<file path="src/rtl/calc_alu_engine.sv">
// Arithmetic back end of the calculator: single-cycle ADD/SUB, WIDTH-iteration
// shift-add multiply and restoring divide/modulo, with registered result and status.
module calc_alu_engine #(
  parameter int WIDTH = 16
) (
  input  logic             clk,
  input  logic             rst,
  input  logic [WIDTH-1:0] a,
  input  logic [WIDTH-1:0] b,
  input  logic [15:0]      op_code,
  input  logic             start,
  output logic [WIDTH-1:0] result,
  output logic             done,
  output logic             busy,
  output logic             ovf,
  output logic             div0,
  output logic             bad_op,
  output logic [1:0]       state_dbg
);

  localparam int CW = (WIDTH > 1) ? $clog2(WIDTH) : 1;
  localparam logic [CW-1:0] LAST = CW'(WIDTH - 1);

  localparam logic [1:0] IDLE = 2'd0;
  localparam logic [1:0] ITER = 2'd1;
  localparam logic [1:0] FIN  = 2'd2;

  localparam logic [2:0] OP_ADD = 3'b000;
  localparam logic [2:0] OP_SUB = 3'b001;
  localparam logic [2:0] OP_MUL = 3'b010;
  localparam logic [2:0] OP_DIV = 3'b011;
  localparam logic [2:0] OP_MOD = 3'b100;

  logic [1:0]       state_q, state_d;
  logic [CW-1:0]    cnt_q, cnt_d;
  logic [WIDTH-1:0] a_q, a_d, b_q, b_d;
  logic [2:0]       op_q, op_d;
  logic [WIDTH-1:0] acc_q, acc_d, sh_q, sh_d;
  logic [WIDTH-1:0] result_q, result_d;
  logic             done_q, done_d, ovf_q, ovf_d, div0_q, div0_d, bad_q, bad_d;

  logic [2:0]       op_in;
  logic             accept, is_iter;
  logic [WIDTH:0]   add_w, sub_w;
  logic [WIDTH-1:0] sc_result;
  logic             sc_ovf, sc_div0, sc_bad;
  logic [WIDTH:0]   mul_sum, div_sh, div_diff;
  logic [WIDTH-1:0] nxt_acc, nxt_sh;
  logic             unused_op_bits;

  assign op_in          = op_code[2:0];
  assign unused_op_bits = ^op_code[15:3];
  assign accept         = start && (state_q != ITER);
  assign is_iter        = (op_in == OP_MUL) ||
                          (((op_in == OP_DIV) || (op_in == OP_MOD)) && (b != '0));
  assign add_w          = {1'b0, a} + {1'b0, b};
  assign sub_w          = {1'b0, a} - {1'b0, b};

  always_comb begin
    sc_result = '0;
    sc_ovf    = 1'b0;
    sc_div0   = 1'b0;
    sc_bad    = 1'b0;
    case (op_in)
      OP_ADD: begin sc_result = add_w[WIDTH-1:0]; sc_ovf = add_w[WIDTH]; end
      OP_SUB: begin sc_result = sub_w[WIDTH-1:0]; sc_ovf = sub_w[WIDTH]; end
      OP_MUL: ;
      OP_DIV, OP_MOD: begin sc_result = '1; sc_div0 = 1'b1; end
      default: sc_bad = 1'b1;
    endcase
  end

  // MUL: {acc,sh} is the product register with the multiplier in sh.
  // DIV/MOD: acc is the partial remainder, sh shifts dividend out and quotient in.
  assign mul_sum  = {1'b0, acc_q} + (sh_q[0] ? {1'b0, a_q} : '0);
  assign div_sh   = {acc_q, sh_q[WIDTH-1]};
  assign div_diff = div_sh - {1'b0, b_q};

  always_comb begin
    nxt_acc = acc_q;
    nxt_sh  = sh_q;
    if (op_q == OP_MUL) begin
      nxt_acc = mul_sum[WIDTH:1];
      nxt_sh  = {mul_sum[0], sh_q[WIDTH-1:1]};
    end else if (!div_diff[WIDTH]) begin
      nxt_acc = div_diff[WIDTH-1:0];
      nxt_sh  = {sh_q[WIDTH-2:0], 1'b1};
    end else begin
      nxt_acc = div_sh[WIDTH-1:0];
      nxt_sh  = {sh_q[WIDTH-2:0], 1'b0};
    end
  end

  always_comb begin
    state_d  = state_q;
    cnt_d    = cnt_q;
    a_d      = a_q;
    b_d      = b_q;
    op_d     = op_q;
    acc_d    = acc_q;
    sh_d     = sh_q;
    result_d = result_q;
    done_d   = done_q;
    ovf_d    = ovf_q;
    div0_d   = div0_q;
    bad_d    = bad_q;
    case (state_q)
      ITER: begin
        acc_d = nxt_acc;
        sh_d  = nxt_sh;
        cnt_d = cnt_q + 1'b1;
        if (cnt_q == LAST) begin
          state_d  = FIN;
          done_d   = 1'b1;
          result_d = (op_q == OP_MOD) ? nxt_acc : nxt_sh;
          ovf_d    = (op_q == OP_MUL) && (nxt_acc != '0);
        end
      end
      // A restart from FIN leaves done low for one cycle before it rises again.
      FIN: if (!done_q) done_d = 1'b1;
      default: ;
    endcase
    if (accept) begin
      a_d    = a;
      b_d    = b;
      op_d   = op_in;
      ovf_d  = 1'b0;
      div0_d = 1'b0;
      bad_d  = 1'b0;
      done_d = 1'b0;
      if (is_iter) begin
        state_d = ITER;
        cnt_d   = '0;
        acc_d   = '0;
        sh_d    = (op_in == OP_MUL) ? b : a;
      end else begin
        state_d  = FIN;
        result_d = sc_result;
        ovf_d    = sc_ovf;
        div0_d   = sc_div0;
        bad_d    = sc_bad;
        done_d   = (state_q == IDLE);
      end
    end
  end

  always_ff @(posedge clk) begin
    if (rst) begin
      state_q  <= IDLE;
      cnt_q    <= '0;
      a_q      <= '0;
      b_q      <= '0;
      op_q     <= '0;
      acc_q    <= '0;
      sh_q     <= '0;
      result_q <= '0;
      done_q   <= 1'b0;
      ovf_q    <= 1'b0;
      div0_q   <= 1'b0;
      bad_q    <= 1'b0;
    end else begin
      state_q  <= state_d;
      cnt_q    <= cnt_d;
      a_q      <= a_d;
      b_q      <= b_d;
      op_q     <= op_d;
      acc_q    <= acc_d;
      sh_q     <= sh_d;
      result_q <= result_d;
      done_q   <= done_d;
      ovf_q    <= ovf_d;
      div0_q   <= div0_d;
      bad_q    <= bad_d;
    end
  end

  assign result    = result_q;
  assign done      = done_q;
  assign busy      = (state_q == ITER);
  assign ovf       = ovf_q;
  assign div0      = div0_q;
  assign bad_op    = bad_q;
  assign state_dbg = state_q;

endmodule

</file>
<file path="config.mk">
export PLATFORM = sky130hd
export DESIGN_NAME = calc_alu_engine
export DESIGN_NICKNAME = d
export VERILOG_FILES = /design/src/rtl/calc_alu_engine.sv
export SDC_FILE = /design/constraint.sdc
export NUM_CORES = 1
export LEC_CHECK = 0
export ABC_AREA = 1
export BUFFER_PORTS_ARGS = -buffer_cell sky130_fd_sc_hd__buf_2
export CORE_MARGIN = 3
export CORE_UTILIZATION = 45
export CTS_CLUSTER_DIAMETER = 150
export CTS_CLUSTER_SIZE = 12
export DETAILED_ROUTE_END_ITERATION = 8
export SLEW_MARGIN = 25
export SYNTH_ARGS = -nofsm -noshare
export SYNTH_HDL_FRONTEND = slang
export SYNTH_SLANG_ARGS = --single-unit
</file>
<file path="constraint.sdc">
create_clock -name clk -period 8.3 [get_ports clk]
set_clock_uncertainty 0.2 [all_clocks]
set_input_delay 0.415 -clock clk [delete_from_list [all_inputs] [get_ports clk]]
set_output_delay 0.415 -clock clk [all_outputs]
set_load 0.03 [all_outputs]
</file>
==> reports/results.ini <==
[outcome]
status=complete, no violations

[timing]
finalSetupViolations=0
slew_headroom_pct=32.0
rsz0062_at_grt=no
period_share_pct=45.0
fmax_ghz=0.268
finalHoldViolCount=0
setup_ws_ns=4.57
period_needed_ns=3.73
worstMarginPinSlew_ns=1.02
slew_violations=0
setup-tns-final_ns=0

[worst_setup_path]
cp.depth=11
start_kind=register
cp_max_fo=58
arrival_ns=3.82
r2r_start=state_dbg[1]$_SDFFE_PP0P_
rr_worst_depth=11
path_buf_inv=5
crit_family=buffers and inverters
path_cells=nor2_1 -> buf_4 -> inv_1 -> buf_4 -> nand2_1 -> buf_4 -> inv_2 -> nand3_1 -> a21oi_1 -> nand2_1 -> a21oi_1
cp_common_cell=buf_4
crit_slowest_cell=a21oi_1
rrSetupSlack_ns=4.57
required_ns=8.38
crit_start=state_dbg[1]$_SDFFE_PP0P_
rr_endpoint=result[1]$_SDFF_PP0_
endpoint=result[1]$_SDFF_PP0_
crit_type=reg2reg
slowest_delay_ns=0.81
endpoint_kind=register

[route]
ant_nets=0
routed-via-count=8618
dr.pass1.iters=5
viasPerCell=5.32
drt_iter0_drc=637
wl_um=27100
wire_per_inst_um=16.7
drc=0

[final_layout]
area_delta_synth_final_pct=8.79
fin_nets=1506
n_antenna_cell=0
drive_gt1_share_pct=9.92

[synthesis]
avgSynthCellArea_um2=6.16
postSynthRegisterBits=93
synth-edff-count=0
yosysWarnings=0
netlist_area_um2=8370
synth-main-ff-cell=dfxtp_1
synth_nets=1478
syn_inst=1358
synthArstFlopShare_pct=0
ys_seq_area_share_pct=22.2
synth.distinct_cells=48

[clock_tree]
post-cts-setup-buffers=0
root_buffer=clkbuf_16
cts_max_level=3
worstSkewPairLatency_ns=0.36
hold_buffers=0
clockBufferDepth=2
clkSinkCount=93
cts_tree=done
numCtsBuffers=9
cts_resized=0
path_clk_slew_ns=0.07

[place]
place_congestion=0.972
pre_cts_ws_ns=4.67
port_buffers=60
dp_hpwl_um=21300

[floorplanning]
io_pins=74
die_x_um=142
die-area_um2=20300
dieHeight_um=142
rows=49
start_util_pct=46.3
core_area_um2=18100

[grt]
grt.total_usage_pct=27.0
overflow=0
antenna_found_initial=0
grt_max_degree=59
grt_pass1_wl_um=43200
grt_pass1_vias=8026

[power_and_ir_drop]
p_leak_nw=4.74
powerDensity_nw_per_um2=160
ir_worst_vdd_v=0.0000936

[job]
cap_violations=0

[worst_hold_path]
hp-class=in2reg
hold-path-cell-count=4

[cell usage after synthesis (11+ instances only)]
cell type / count / area (µm²)
dfxtp_1: 93 / 1860
nand3_1: 70 / 350
a21oi_1: 121 / 606
o21ai_0: 105 / 526
a211oi_1: 30 / 225
mux2i_1: 13 / 130
nor2_1: 151 / 567
nand4_1: 11 / 68.8
ha_1: 65 / 813
inv_1: 193 / 724
nand2_1: 307 / 1150
o211ai_1: 18 / 135
nor3_1: 21 / 105
clkbuf_1: 40 / 150
nand2_2: 19 / 119
[how the worst min path moves through the flow]
stage                    startpoint                    to
3_5_place_dp      div0$_SDFFE_PP0P_     div0$_SDFFE_PP0P_
2_1_floorplan  b_q[10]$_SDFFE_PP0P_  b_q[10]$_SDFFE_PP0P_
6_report                      start     done$_SDFFE_PP0P_
5_1_grt                       start     done$_SDFFE_PP0P_
3_3_place_gp      div0$_SDFFE_PP0P_     div0$_SDFFE_PP0P_
4_1_cts                       start     done$_SDFFE_PP0P_
[report_power, final]
group	switching [mW]	internal [mW]	leakage, nW
logic	0.364	0.169	3.83
clock network	0.205	0.218	0.142
registers	0.0230	0.478	0.765
[state kept, by name (all words and copies together), names as in the netlist]
name	flops
sh_q	16
op_q	3
a_q	16
div0	1
b_q	16
cnt_q	4
result	16
ovf	1
state_dbg	2
done	1
bad_op	1
acc_q	16
[cells in the final DEF (no fill, tap or decap), types with 6 or more instances in the layout]
master and count:
a211oi_1 30, a21oi_1 121, a31oi_1 7, buf_2 60, buf_4 11, clkbuf_16 9
dfxtp_1 93, ha_1 65, inv_1 193, mux2i_1 13, nand2_1 307, nand2_2 19
nand3_1 70, nand3_2 10, nand3b_1 7, nand4_1 11, nor2_1 151, nor3_1 20
o211ai_1 18, o21ai_0 105, or2_2 6, xor2_1 7
[metal layers]
| metal | wire, µm | global-route usage, % | vias up |
|---|---|---|---|
| li1 | - | - | 4503 |
| met1 | 12400 | 36.3 | 3885 |
| met2 | 13000 | 46.2 | 202 |
| met3 | 1200 | 2.99 | 28 |
| met4 | 524 | 7.20 | 0 |
| met5 | 0 | 0 | - |
[stage by stage]
step | power (mW) | area, µm² | utilization, % | instances | hold slack (ns)
final | 1.46 | 9100 | 50.3 | 1620 | 0.146
after global routing | 1.56 | 9100 | 50.3 | 1620 | 0.153
after CTS | 1.47 | 9100 | 50.3 | 1620 | 0.136
after detailed placement | 1.04 | 8810 | 48.7 | 1604 | 0.257
after global placement | 1.03 | 8810 | 48.7 | 1604 | 0.255
after floorplan | 0.898 | 8370 | - | 1358 | 0.235
[worst register-to-register path, stage by stage, from the launching register on]
cell	delay, ns
dfxtp_1	0.38
nor2_1	0.06
buf_4	0.19
inv_1	0.06
buf_4	0.47
nand2_1	0.10
buf_4	0.30
inv_2	0.49
nand3_1	0.18
a21oi_1	0.81
nand2_1	0.21
a21oi_1	0.20
[final cells by class]
type                            instances  area, µm²
Inverter                              198        743
Multi-Input combinational cell       1013       5540
Timing Repair Buffer                   71        383
Tap cell                              229        287
Fill cell                            1940       8980
Clock buffer                           10        239
Clock inverter                          6       53.8
Sequential cell                        93       1860
[cells by family after synthesis]
logic type,after synthesis,synth area share [%]
AO/OA/AOI/OAI,303,20.5
XOR/XNOR,12,1.26
adder cells (fa/ha/maj),69,10.7
buffers and inverters,252,11.7
flip-flops,93,22.2
multiplexers,13,1.55
AND/OR/NAND/NOR,616,32.1
Power figures use the tool's default switching activity.
